===== config.mk =====
export PLATFORM = sky130hd
export DESIGN_NAME = video_timing_gen
export DESIGN_NICKNAME = d
export VERILOG_FILES = /design/src/rtl/video_timing_gen.sv
export SDC_FILE = /design/constraint.sdc
export NUM_CORES = 1
export LEC_CHECK = 0
export CAP_MARGIN = 30
export CORE_MARGIN = 3
export CORE_UTILIZATION = 46
export CTS_BUF_LIST = sky130_fd_sc_hd__clkbuf_4 sky130_fd_sc_hd__clkbuf_8
export DETAILED_ROUTE_END_ITERATION = 7
export HOLD_SLACK_MARGIN = 0.03
export PLACE_DENSITY_LB_ADDON = 0.3
export SLEW_MARGIN = 5
export SYNTH_ARGS = -nofsm -noshare
export SYNTH_HDL_FRONTEND = slang
export SYNTH_SLANG_ARGS = --single-unit

===== constraint.sdc =====
create_clock -name rfr_clk -period 3.71 [get_ports rfr_clk]
set_input_delay 1.113 -clock rfr_clk [delete_from_list [all_inputs] [get_ports rfr_clk]]
set_output_delay 1.113 -clock rfr_clk [all_outputs]
set_load 0.01 [all_outputs]

===== src/rtl/video_timing_gen.sv =====
// video_timing_gen
// ----------------
// Parametrised raster timing generator for the pixel clock domain. It produces
// pixel/line counters, sync pulses, an active-video flag and line/frame start
// markers for any video mode set through the parameters.
//
// All outputs come from one register stage. The flags are computed from the
// next counter values and registered alongside the counters, so every output
// on a given cycle describes the same (h_count, v_count) position.
//
// Ports:
//   rfr_clk      pixel clock (single clock domain)
//   reset        asynchronous, active-high reset; counters return to (0,0)
//   pix_ce       pixel advance enable; every register holds while low
//   h_sync       horizontal sync, asserted level = H_SYNC_POL
//   v_sync       vertical sync, asserted level = V_SYNC_POL (line-granular)
//   h_count      pixel index 0..H_TOTAL-1
//   v_count      line index 0..V_TOTAL-1
//   video_on     high while the current position is visible
//   line_start   level marker, high while h_count == 0
//   frame_start  level marker, high while (h_count, v_count) == (0,0)
//   frame_count  16-bit completed-frame counter (VTG_FRAME_CNT_EN only)
//
// Optional feature macro: VTG_FRAME_CNT_EN adds the frame_count port and
// register. Without it the port and logic are absent.
module video_timing_gen #(
  parameter int H_ACTIVE   = 640,
  parameter int H_FP       = 16,
  parameter int H_SYNC     = 96,
  parameter int H_BP       = 48,
  parameter int V_ACTIVE   = 480,
  parameter int V_FP       = 10,
  parameter int V_SYNC     = 2,
  parameter int V_BP       = 33,
  parameter int H_SYNC_POL = 0,
  parameter int V_SYNC_POL = 0,
  parameter int CNT_W      = 12
) (
  input  logic             rfr_clk,
  input  logic             reset,
  input  logic             pix_ce,
  output logic             h_sync,
  output logic             v_sync,
  output logic [CNT_W-1:0] h_count,
  output logic [CNT_W-1:0] v_count,
  output logic             video_on,
  output logic             line_start,
  output logic             frame_start
`ifdef VTG_FRAME_CNT_EN
  ,
  output logic [15:0]      frame_count
`endif
);

  localparam int H_TOTAL      = H_ACTIVE + H_FP + H_SYNC + H_BP;
  localparam int V_TOTAL      = V_ACTIVE + V_FP + V_SYNC + V_BP;
  localparam int H_SYNC_START = H_ACTIVE + H_FP;
  localparam int H_SYNC_END   = H_SYNC_START + H_SYNC;
  localparam int V_SYNC_START = V_ACTIVE + V_FP;
  localparam int V_SYNC_END   = V_SYNC_START + V_SYNC;

  localparam logic [CNT_W-1:0] H_LAST = CNT_W'(H_TOTAL - 1);
  localparam logic [CNT_W-1:0] V_LAST = CNT_W'(V_TOTAL - 1);

  localparam logic H_POL = (H_SYNC_POL != 0);
  localparam logic V_POL = (V_SYNC_POL != 0);

  // Refuse to elaborate a mode whose counters cannot hold the totals or that
  // has an empty region.
  if (H_ACTIVE == 0 || H_FP == 0 || H_SYNC == 0 || H_BP == 0 ||
      V_ACTIVE == 0 || V_FP == 0 || V_SYNC == 0 || V_BP == 0 ||
      CNT_W == 0 ||
      longint'(H_TOTAL) > (longint'(1) << CNT_W) ||
      longint'(V_TOTAL) > (longint'(1) << CNT_W)) begin : g_bad_params
    $error("video_timing_gen: zero parameter or total exceeds 2**CNT_W");
  end

  logic             h_wrap;
  logic             v_wrap;
  logic [CNT_W-1:0] h_next;
  logic [CNT_W-1:0] v_next;
  logic             video_on_next;
  logic             h_sync_next;
  logic             v_sync_next;
  int               h_n;
  int               v_n;

  // Next counter position plus the flags for that position. With pix_ce low
  // the next state equals the current one, so the flags are stable too.
  // v_count only moves on the h wrap, which keeps v_sync line-granular.
  always_comb begin
    h_wrap = (h_count == H_LAST);
    v_wrap = (v_count == V_LAST);
    h_next = h_count;
    v_next = v_count;
    if (pix_ce) begin
      if (h_wrap) begin
        h_next = '0;
        v_next = v_wrap ? '0 : v_count + 1'b1;
      end else begin
        h_next = h_count + 1'b1;
      end
    end

    h_n = int'(h_next);
    v_n = int'(v_next);
    video_on_next = (h_n < H_ACTIVE) && (v_n < V_ACTIVE);
    h_sync_next   = ((h_n >= H_SYNC_START) && (h_n < H_SYNC_END)) ? H_POL : ~H_POL;
    v_sync_next   = ((v_n >= V_SYNC_START) && (v_n < V_SYNC_END)) ? V_POL : ~V_POL;
  end

  // Single register stage for counters and flags. Reset lands on (0,0),
  // which is visible, a line start and a frame start, outside both syncs.
  always_ff @(posedge rfr_clk or posedge reset) begin
    if (reset) begin
      h_count     <= '0;
      v_count     <= '0;
      video_on    <= 1'b1;
      line_start  <= 1'b1;
      frame_start <= 1'b1;
      h_sync      <= ~H_POL;
      v_sync      <= ~V_POL;
    end else if (pix_ce) begin
      h_count     <= h_next;
      v_count     <= v_next;
      video_on    <= video_on_next;
      line_start  <= (h_next == '0);
      frame_start <= (h_next == '0) && (v_next == '0);
      h_sync      <= h_sync_next;
      v_sync      <= v_sync_next;
    end
  end

`ifdef VTG_FRAME_CNT_EN
  // Counts completed frames: bumps on the edge leaving the last pixel of the
  // last line and wraps naturally at 16 bits. Only written on that edge.
  always_ff @(posedge rfr_clk or posedge reset) begin
    if (reset) begin
      frame_count <= '0;
    end else if (pix_ce && h_wrap && v_wrap) begin
      frame_count <= frame_count + 16'd1;
    end
  end
`endif

endmodule


# Yosys cells after proc, flatten, opt, wreduce, memory -nomap -nowiden
# Cells that the tools add are included.
# W data, S select, Z words.
[classes]
n_eq_ne = 2
n_addsub = 2
n_mux = 7
reduce_logical = 6
magnitude_cmp = 6
[ops]
columns = ["op", "count"]
rows = [
  ["$mux W12", 5],
  ["$add A12 B1 Y12 const B", 2],
  ["$eq A12 B10 Y1 const B", 2],
  ["$logic_not A12 Y1", 2],
  ["$lt A12 B10 Y1 const B", 2],
  ["$lt A12 B9 Y1 const B", 2],
  ["$ge A12 B10 Y1 const B", 1],
  ["$ge A12 B9 Y1 const B", 1],
  ["$logic_and A1 B1 Y1", 4],
  ["$mux W1", 2],
]
[totals]
regBits = 29
word_cells = 30
input_bits = 3

# Depth between registers and ports, before layout
# Gate-level depths: netlist (run 1).
[depth]
ltp_word = 7
depth_mapped = 9
mapped_depth_nobuf = 8

# Least setup slack after synthesis (run 1)
# Ideal clock, no wire load.
[synth_path]
kind = "input port to flip-flop"
startpoint = "input port pix_ce"
endpoint = "register frame_start"
t_arrival_ns = 2.904
path_slack_ns = 0.717
n_path_buf = 0
cell_stages = 7
path_cell_list = "nand3_2 > or4_1 > nor3_2 > mux2_2 > o21ai_0 > nand3_1 > o32ai_2"
[synth_between]
elab_chain_len = 3
word_cells_on_any_way = 5
classes_between = "mux (2); reduce/logical (3)"
[synth_lines]
columns = ["element", "line_no", "rtl"]
rows = [
  ["start: declaration", "41", "input logic pix_ce,"],
  ["$mux W12", "96", "if (pix_ce) begin"],
  ["$logic_not A12 Y1", "128", "frame_start <= (h_next == '0) && (v_next == '0);"],
  ["$logic_and A1 B1 Y1", "128", ""],
  ["end signal: assignment", "128", ""],
  ["end: declaration", "48", "output logic frame_start"],
]
# Several ways; a longest one is shown, not always the timed one.
# A chain may end at the register's enable or synchronous reset.

# Final worst setup path (run 1)
[layout_path]
startpoint = "input port pix_ce"
endpoint = "register video_on"
[layout_between]
elab_chain_len = 3
word_cells_on_any_way = 5
classes_between = "order compare (2); mux (2); reduce/logical (1)"
[layout_lines]
columns = ["element", "line_no", "rtl"]
rows = [
  ["$mux W12", "96", ""],
  ["$lt A12 B10 Y1 or $lt A12 B9 Y1 (tied branches)", "107", "video_on_next = (h_n < H_ACTIVE) && (v_n < V_ACTIVE);"],
  ["$logic_and A1 B1 Y1", "107", ""],
  ["end signal: assignment", "126", "video_on <= video_on_next;"],
  ["end: declaration", "46", "output logic video_on,"],
]
# Several ways; a longest one is shown, not always the timed one.

==> flow_summary.yaml, run 1 <==
timing:
  fin_skew_ns: 0.00643
  fmax_mhz: 303
  rsz0062_at_grt: "no"
  final-hold-violation-count: 0
  min_period_over_period_pct: 88.8
  fin_crit_ns: 3.30
  worst_pin_slew_ns: 0.408
  tns_ns: 0
  finalSetupViolCount: 0
  drv_slew: 0
  max_slew_margin_pct: 72.7
power:
  power_density_nw_per_um2: 441
  fin_total_pwr_w: 0.000998
  irDropWorstVdd_v: 0.000320
  p_leak_nw: 0.933
final_layout:
  layout_commonest_cell: "clkdlybuf4s50_1"
  seqCellArea_sq_um: 732
  fin_nets: 238
  fillers: 282
  mostFrequentLayoutCells: "31 x clkdlybuf4s50_1, 24 x dfrtp_1, 17 x nand2_1"
  diodes: 0
  drive_above_1_share_pct: 13.7
  fin_area_sq_um: 2260
  area_growth_pct: 28.9
  multi_input_area_sq_um: 961
placement:
  place_congestion: 0.910
  io_buffers: 31
  detailed_place_hpwl_microns: 3010
  dpl_cell_area_sq_um: 2170
drt:
  routed_wl_microns: 4100
  ant_nets: 0
  dr.pass1.iters: 4
  drt-initial-drc-count: 136
  viasPerCell: 5.52
  routedWlPerCell_microns: 14.7
  via_count: 1539
  drc: 0
global_routing:
  grt_pass1_vias: 1473
  grt_pass1_wl_microns: 7130
  grt-ovfl-total: 0
  antenna_found_initial: 0
  grt_max_degree: 30
  grt_usage_pct: 21.0
clock_tree:
  clock_latency_ns: 0.28
  hold_buffers: 0
  path_clk_slew_ns: 0.06
  htreeDepth: 2
  cts_resized: 0
  clkSinkCount: 29
  root_buffer: "clkbuf_8"
  cts_buffers: 5
  post_cts_buffers: 0
  tritoncts: "built"
  cts_max_path_buffers: 2
floorplanning:
  io_pins: 32
  row_count: 21
  die_h_microns: 67.8
  start_util_pct: 50.2
  core_sq_um: 3490
  die-width_microns: 67.8
  die-area_sq_um: 4590
worst_setup_path:
  crit_type: "in2reg"
  start_kind: "primary input"
  ff2ff_path_depth: 8
  rrSetupSlack_ns: 1.06
  startpoint: "pix_ce"
  path_max_fanout: 5
  cp_data_required_time_ns: 3.88
  worstPathArrival_ns: 3.46
  r2r-start: "h_count[1]"
  reg2reg_to: "video_on"
  worst_setup_path_end_kind: "register"
min_path:
  hold_path_depth: 2
  min_to: "line_start"
  hold_class: "reg2reg"
  hp-start: "line_start"
synth:
  synth_top_area_share_pct: 34.2
  syn-cell-area_sq_um: 1750
  syn_inst: 190
  synth.area.top_cells: "dfrtp_1 34%, dfstp_2 7.5%, xnor2_1 5.0%"
  ys_types: 46
  yosys.area.top_type: "dfrtp_1"
  postSynthAreaPerCell_sq_um: 9.23
  synth_seq_area_share_pct: 41.7
  synthArstFlopShare_pct: 100
  synthFlopType: "dfrtp_1"
  ys_seq_elements: 29
  synth_edf_count: 0
  yosysWarnings: 0
  synthesis.nets: 196
run_status:
  status: "finished, final reports clean"
flow_run:
  drv_cap: 0
[state kept, by name, summed over array words and instances, names as in the netlist]
name         flops
h_count         12
video_on         1
frame_start      1
v_sync           1
line_start       1
h_sync           1
v_count         12
[cell type report]
type	instances	share of cell area (%)
multi-input cells	146	42.5
repair buffers	41	17.0
well taps	46	2.55
flip-flops and latches	29	32.4
clock buffers	8	4.04
inverters	9	1.49
[routing by layer]
metal,track usage [%],wire [microns]
met1,29.7,1910
met2,31.7,1920
met3,4.83,225
met4,6.08,50
met5,0,0
[power by group]
group          total (W)  leakage, nW  internal, W  switching [W]
clock network   0.000272       0.0498     0.000155       0.000117
registers       0.000437        0.361     0.000356      0.0000811
logic           0.000289        0.522     0.000156       0.000133
[cells by family (layout without fill, tap and decap cells)]
logic type,after synthesis,in the layout,share of synthesized area [%]
adder cells (fa/ha/maj),3,3,2.14
XOR/XNOR,16,16,7.99
AND/OR/NAND/NOR,92,92,31.0
multiplexers,4,4,2.50
AO/OA/AOI/OAI,31,31,11.2
flip-flops,29,29,41.7
buffers and inverters,15,58,3.50
[how the worst max path moves through the flow]
stage,cells after the start,endpoint,slack [ns]
after floorplan,7,frame_start,0.72
after global placement,8,frame_start,0.18
after detailed placement,8,frame_start,0.09
after CTS,8,frame_start,0.41
after global routing,8,video_on,0.23
final,8,video_on,0.41
[critical path: stages]
cell             delay [ns]
clkdlybuf4s50_1        0.56
nand3_2                0.09
or4_1                  0.56
nor3_2                 0.31
nand3_1                0.14
xnor2_1                0.16
and4_1                 0.19
o41ai_1                0.34
[Yosys cell counts, types with 2 or more instances]
library cell and instances:
a21oi_1 8, a31oi_1 3, and2_1 2, and3_1 6
and4_1 2, buf_2 4, clkbuf_1 2, dfrtp_1 24
dfstp_2 5, ha_1 3, inv_1 9, mux2_2 3
nand2_1 17, nand2b_1 4, nand3_1 13, nand4_1 5
nand4bb_1 2, nor2_1 14, nor2b_1 2, nor3_1 5
o21ai_0 7, o21ai_1 4, o22ai_1 2, o32a_1 2
or2_1 2, or3_1 3, or4_1 4, xnor2_1 10
xor2_1 6
[stage by stage]
stage          setup WS [ns]  hold slack, ns  std cells  util, %
3_3_place_gp           0.177           0.462        271     62.1
5_1_grt                0.232           0.511        279     64.7
2_1_floorplan          0.717           0.464        190        -
4_1_cts                0.407           0.473        279     64.7
3_5_place_dp          0.0919           0.458        271     62.1
6_report               0.415           0.467        279     64.7
Power figures use the tool's default switching activity.
==> run 2, diff against run 1 <==
- CTS_CLUSTER_SIZE: default -> 40
- PLACE_DENSITY: default -> 0.71
- PLACE_DENSITY_LB_ADDON: 0.3 -> default
==> run 2 against run 1 <==
Effect of this change:
- clock power is 3% higher
- cell area is 0.39% lower
- via count is 1.2% higher
- die area stayed put
- first-iteration DRC count is 3.7% lower
- register-to-register slack worse by 0.02 ns
- largest cell class unchanged
- highest routed layer unchanged
==> flow_summary.yaml, run 2 (same netlist as run 1, synthesis figures left out) <==
drt:
  via_count: 1557
  drc: 0
  drt-initial-drc-count: 131
  routedWlPerCell_microns: 15.1
  dr.pass1.iters: 4
  routed_wl_microns: 4190
  viasPerCell: 5.62
  ant_nets: 0
timing:
  rsz0062_at_grt: "no"
  drv_slew: 0
  fin_skew_ns: 0.00495
  max_slew_margin_pct: 75.0
  tns_ns: 0
  final-hold-violation-count: 0
  fmax_mhz: 298
  finalSetupViolCount: 0
  min_period_over_period_pct: 90.4
  fin_crit_ns: 3.35
  worst_pin_slew_ns: 0.373
worst_setup_path:
  cp_num_cells: 8
  crit_family: "simple AND/OR/NAND/NOR gates"
  start_kind: "primary input"
  r2r-start: "h_count[0]"
  rrSetupSlack_ns: 1.04
  crit_type: "in2reg"
  worstPathArrival_ns: 3.55
  crit_chain: "clkdlybuf4s50_1 -> nand3_2 -> or4_1 -> nor3_2 -> mux2_2 -> o21ai_0 -> nand3_1 -> o32ai_2"
  reg2reg_to: "frame_start"
  ff2ff_path_depth: 8
  max_stage_delay_ns: 0.60
  crit_path_end: "frame_start"
  crit_slowest_cell: "clkdlybuf4s50_1"
  worst_setup_path_end_kind: "register"
  path_max_fanout: 6
  crit_buf_inv: 1
  cp_data_required_time_ns: 3.90
  startpoint: "pix_ce"
global_routing:
  antenna_found_initial: 0
  grt_pass1_wl_microns: 7070
  grt_max_degree: 30
  grt-ovfl-total: 0
  grt_usage_pct: 20.7
  grt_pass1_vias: 1494
placement:
  io_buffers: 31
  place_congestion: 0.926
  detailed_place_hpwl_microns: 3130
floorplanning:
  die-width_microns: 67.8
  io_pins: 32
  start_util_pct: 50.2
  core_sq_um: 3490
  row_count: 21
  die_h_microns: 67.8
  die-area_sq_um: 4590
clock_tree:
  tritoncts: "built"
  htreeDepth: 2
  cts_resized: 0
  path_clk_slew_ns: 0.06
  clkSinkCount: 29
  cts_buffers: 5
  clock_latency_ns: 0.28
  cts_max_path_buffers: 2
  post_cts_buffers: 0
  hold_buffers: 0
  root_buffer: "clkbuf_8"
min_path:
  hold_class: "reg2reg"
final_layout:
  drive_above_1_share_pct: 13.0
  seqCellArea_sq_um: 732
  largestRegisters: "h_count x12, v_count x12"
  fillers: 302
  multi_input_area_sq_um: 961
  area_growth_pct: 28.4
  diodes: 0
  layout_commonest_cell: "clkdlybuf4s50_1"
  final_core_util_pct: 64.4
  mostFrequentLayoutCells: "31 x clkdlybuf4s50_1, 24 x dfrtp_1, 17 x nand2_1"
  fin_nets: 236
flow_run:
  drv_cap: 0
run_status:
  status: "finished, final reports clean"
power:
  p_leak_nw: 0.927
  irDropWorstVdd_v: 0.000429
  power_density_nw_per_um2: 449
run 2: cell count changes in the layout (fill, tap and decap cells not counted):
cell	delta
clkbuf_8	+1
buf_4	-2
clkbuf_4	-1
run 2: metal layers:
layer | track usage, % | wire, microns
met2 | 30.5 | 1910
met4 | 8.61 | 65
met3 | 5.16 | 200
met5 | 0 | 0
met1 | 28.8 | 2010
run 2: worst min path at each step:
stage                           from    endpoint  cells after the start
after floorplan           line_start  line_start                      2
after global placement    line_start  line_start                      2
after detailed placement  line_start  line_start                      2
after CTS                 line_start  line_start                      2
after global routing      line_start  line_start                      2
final                     line_start  line_start                      2
run 2: worst min-delay path: stages, from the launching register on:
cell and delay (ns):
dfstp_2 0.37, inv_1 0.04, o21ai_1 0.05
run 2: area by class of cell:
| type | instances | area share (%) |
|---|---|---|
| Multi-Input combinational cell | 146 | 42.7 |
| Sequential cell | 29 | 32.5 |
| Timing Repair Buffer | 39 | 16.4 |
| Clock buffer | 8 | 4.33 |
| Tap cell | 46 | 2.56 |
| Inverter | 9 | 1.50 |
run 2: stage by stage:
| step | instances | setup slack, ns | instance area, sq um | total power (W) | hold WS (ns) |
|---|---|---|---|---|---|
| 2_1_floorplan | 190 | 0.717 | 1750 | 0.000605 | 0.464 |
| 3_3_place_gp | 269 | 0.108 | 2150 | 0.000721 | 0.462 |
| 3_5_place_dp | 269 | 0.0615 | 2150 | 0.000734 | 0.453 |
| 4_1_cts | 277 | 0.346 | 2250 | 0.00102 | 0.468 |
| 5_1_grt | 277 | 0.107 | 2250 | 0.00107 | 0.507 |
| 6_report | 277 | 0.355 | 2250 | 0.00101 | 0.465 |
run 2: report_power, final:
group          internal [W]  switching (W)
registers          0.000355      0.0000825
logic              0.000154       0.000139
clock network      0.000166       0.000115
==> run 3, diff against run 2 <==
- CELL_PAD_IN_SITES_DETAIL_PLACEMENT: default -> 2
- CELL_PAD_IN_SITES_GLOBAL_PLACEMENT: default -> 2
- CORE_UTILIZATION: 46 -> 24
- GPL_ROUTABILITY_DRIVEN: default -> 0
- PLACE_DENSITY: 0.71 -> default
- PLACE_DENSITY_LB_ADDON: default -> 0.1
==> run 3 against run 2 <==
Effect of this change:
- largest power group unchanged
- power up 2.3%
- global-route usage down 6.7 points
- wire length up 32%
- critical path depth unchanged
- setup slack worse by 0.0097 ns
- sequential share of layout area down 1.4 points
- via count up 3.1%
- cell count up 20%
- sequential cell count unchanged
- count of clock-buffer cells in the layout down 1
- die area up 82%
==> flow_summary.yaml, run 3 (same netlist as run 1, synthesis figures left out) <==
run_status:
  status: "finished, final reports clean"
clock_tree:
  path_clk_slew_ns: 0.07
  cts_resized: 0
  htreeDepth: 2
  clkSinkCount: 29
  post_cts_buffers: 0
  hold_buffers: 0
  cts_buffers: 5
  tritoncts: "built"
  clock_latency_ns: 0.28
  root_buffer: "clkbuf_8"
  cts_max_path_buffers: 2
power:
  p_leak_nw: 0.954
  irDropWorstVdd_v: 0.000268
  p_int_w: 0.000680
  clock_power_share_pct: 28.4
  power_density_nw_per_um2: 439
  combPwrFrac_pct: 29.1
  netSwitchingFraction_pct: 34.3
  power_frac_seq_pct: 42.6
  p_switching_w: 0.000355
worst_setup_path:
  cp_data_required_time_ns: 3.90
  max_stage_delay_ns: 0.61
  crit_family: "simple AND/OR/NAND/NOR gates"
  worstPathArrival_ns: 3.55
  crit_slowest_cell: "or4_1"
  crit_type: "in2reg"
  start_kind: "primary input"
  r2r-start: "h_count[1]"
  cp_num_cells: 8
  path_max_fanout: 5
  reg2reg_to: "frame_start"
  rrSetupSlack_ns: 0.98
  crit_chain: "clkdlybuf4s50_1 -> nand3_2 -> or4_1 -> nor3_2 -> mux2_2 -> o21ai_0 -> nand3_1 -> o32ai_2"
  ff2ff_path_depth: 8
  crit_buf_inv: 1
  worst_setup_path_end_kind: "register"
timing:
  fmax_mhz: 297
  min_period_over_period_pct: 90.7
  fin_skew_ns: 0.00330
  max_slew_margin_pct: 70.4
  worst_pin_slew_ns: 0.443
  drv_slew: 0
  rsz0062_at_grt: "no"
  setup_ws_ns: 0.346
  final-hold-violation-count: 0
  fin_crit_ns: 3.36
  finalSetupViolCount: 0
  tns_ns: 0
placement:
  detailed_place_hpwl_microns: 4250
  io_buffers: 31
  pre_cts_slack_ns: 0.00627
floorplanning:
  core_sq_um: 6940
  die_h_microns: 91.5
  die-width_microns: 91.5
  start_util_pct: 25.3
  io_pins: 32
  row_count: 30
  die-area_sq_um: 8370
drt:
  routedWlPerCell_microns: 16.6
  routed_wl_microns: 5510
  ant_nets: 0
  dr.pass1.iters: 4
  via_count: 1605
  viasPerCell: 4.83
  drc: 0
  drt-initial-drc-count: 34
final_layout:
  layout_commonest_cell: "clkdlybuf4s50_1"
  fin_nets: 241
  diodes: 0
  drive_above_1_share_pct: 14.8
  area_growth_pct: 34.3
  mostFrequentLayoutCells: "31 x clkdlybuf4s50_1, 24 x dfrtp_1, 17 x nand2_1"
  largestRegisters: "h_count x12, v_count x12"
global_routing:
  antenna_found_initial: 0
  grt_max_degree: 30
  grt_usage_pct: 14.0
  grt-ovfl-total: 0
  grt_pass1_wl_microns: 9240
  grt_pass1_vias: 1778
min_path:
  hold_class: "reg2reg"
  hold_path_depth: 2
  hp-start: "line_start"
  min_to: "line_start"
flow_run:
  drv_cap: 0
[run 3: changes by cell type in the layout (fill, tap and decap cells not counted)]
| cell | change |
|---|---|
| clkbuf_4 | -2 |
| clkinv_2 | +1 |
| buf_4 | +5 |
| clkbuf_8 | +1 |
[run 3: worst min-delay path, stage by stage (launching register included)]
cell	delay, ns
dfstp_2	0.37
inv_1	0.04
o21ai_1	0.05
[run 3: stage by stage]
stage / cells / cell area [sq um] / utilization [%] / hold WS, ns / total power, W
global placement: 324 / 2250 / 32.5 / 0.461 / 0.000741
CTS: 332 / 2360 / 33.9 / 0.465 / 0.00106
global route: 332 / 2360 / 33.9 / 0.492 / 0.00112
floorplan: 190 / 1750 / - / 0.464 / 0.000605
finish: 332 / 2360 / 33.9 / 0.463 / 0.00103
detailed placement: 324 / 2250 / 32.5 / 0.458 / 0.000755
[run 3: worst max path at each step]
stage            from           to  slack [ns]
3_3_place_gp   pix_ce  frame_start        0.13
3_5_place_dp   pix_ce  frame_start       0.006
4_1_cts        pix_ce  frame_start        0.31
5_1_grt        pix_ce  frame_start        0.12
6_report       pix_ce  frame_start        0.35
2_1_floorplan  pix_ce  frame_start        0.72
[run 3: power groups by stage]
stage / clock, W / sequential [W] / combinational, W
after floorplan: 0 / 0.000415 / 0.000190
after global placement: 0 / 0.000443 / 0.000298
after detailed placement: 0 / 0.000449 / 0.000305
after CTS: 0.000310 / 0.000443 / 0.000309
after global routing: 0.000321 / 0.000456 / 0.000338
final: 0.000293 / 0.000440 / 0.000301
[run 3: per-layer routing]
metal	global-route usage [%]	up-vias	share of wire [%]
met4	4.65	0	1.4
met2	25.1	24	52
met3	2.82	6	2.4
li1	-	773	-
met1	16.5	802	44
met5	0	-	0
[run 3: cell type report]
class                      count  area [sq um]
inverter                       9          33.8
timing repair buffer          44           408
fill                         787          4590
clock buffer                   7          96.3
clock inverter                 1          5.00
tap                           96           120
sequential                    29           732
multi-input combinational    146           961
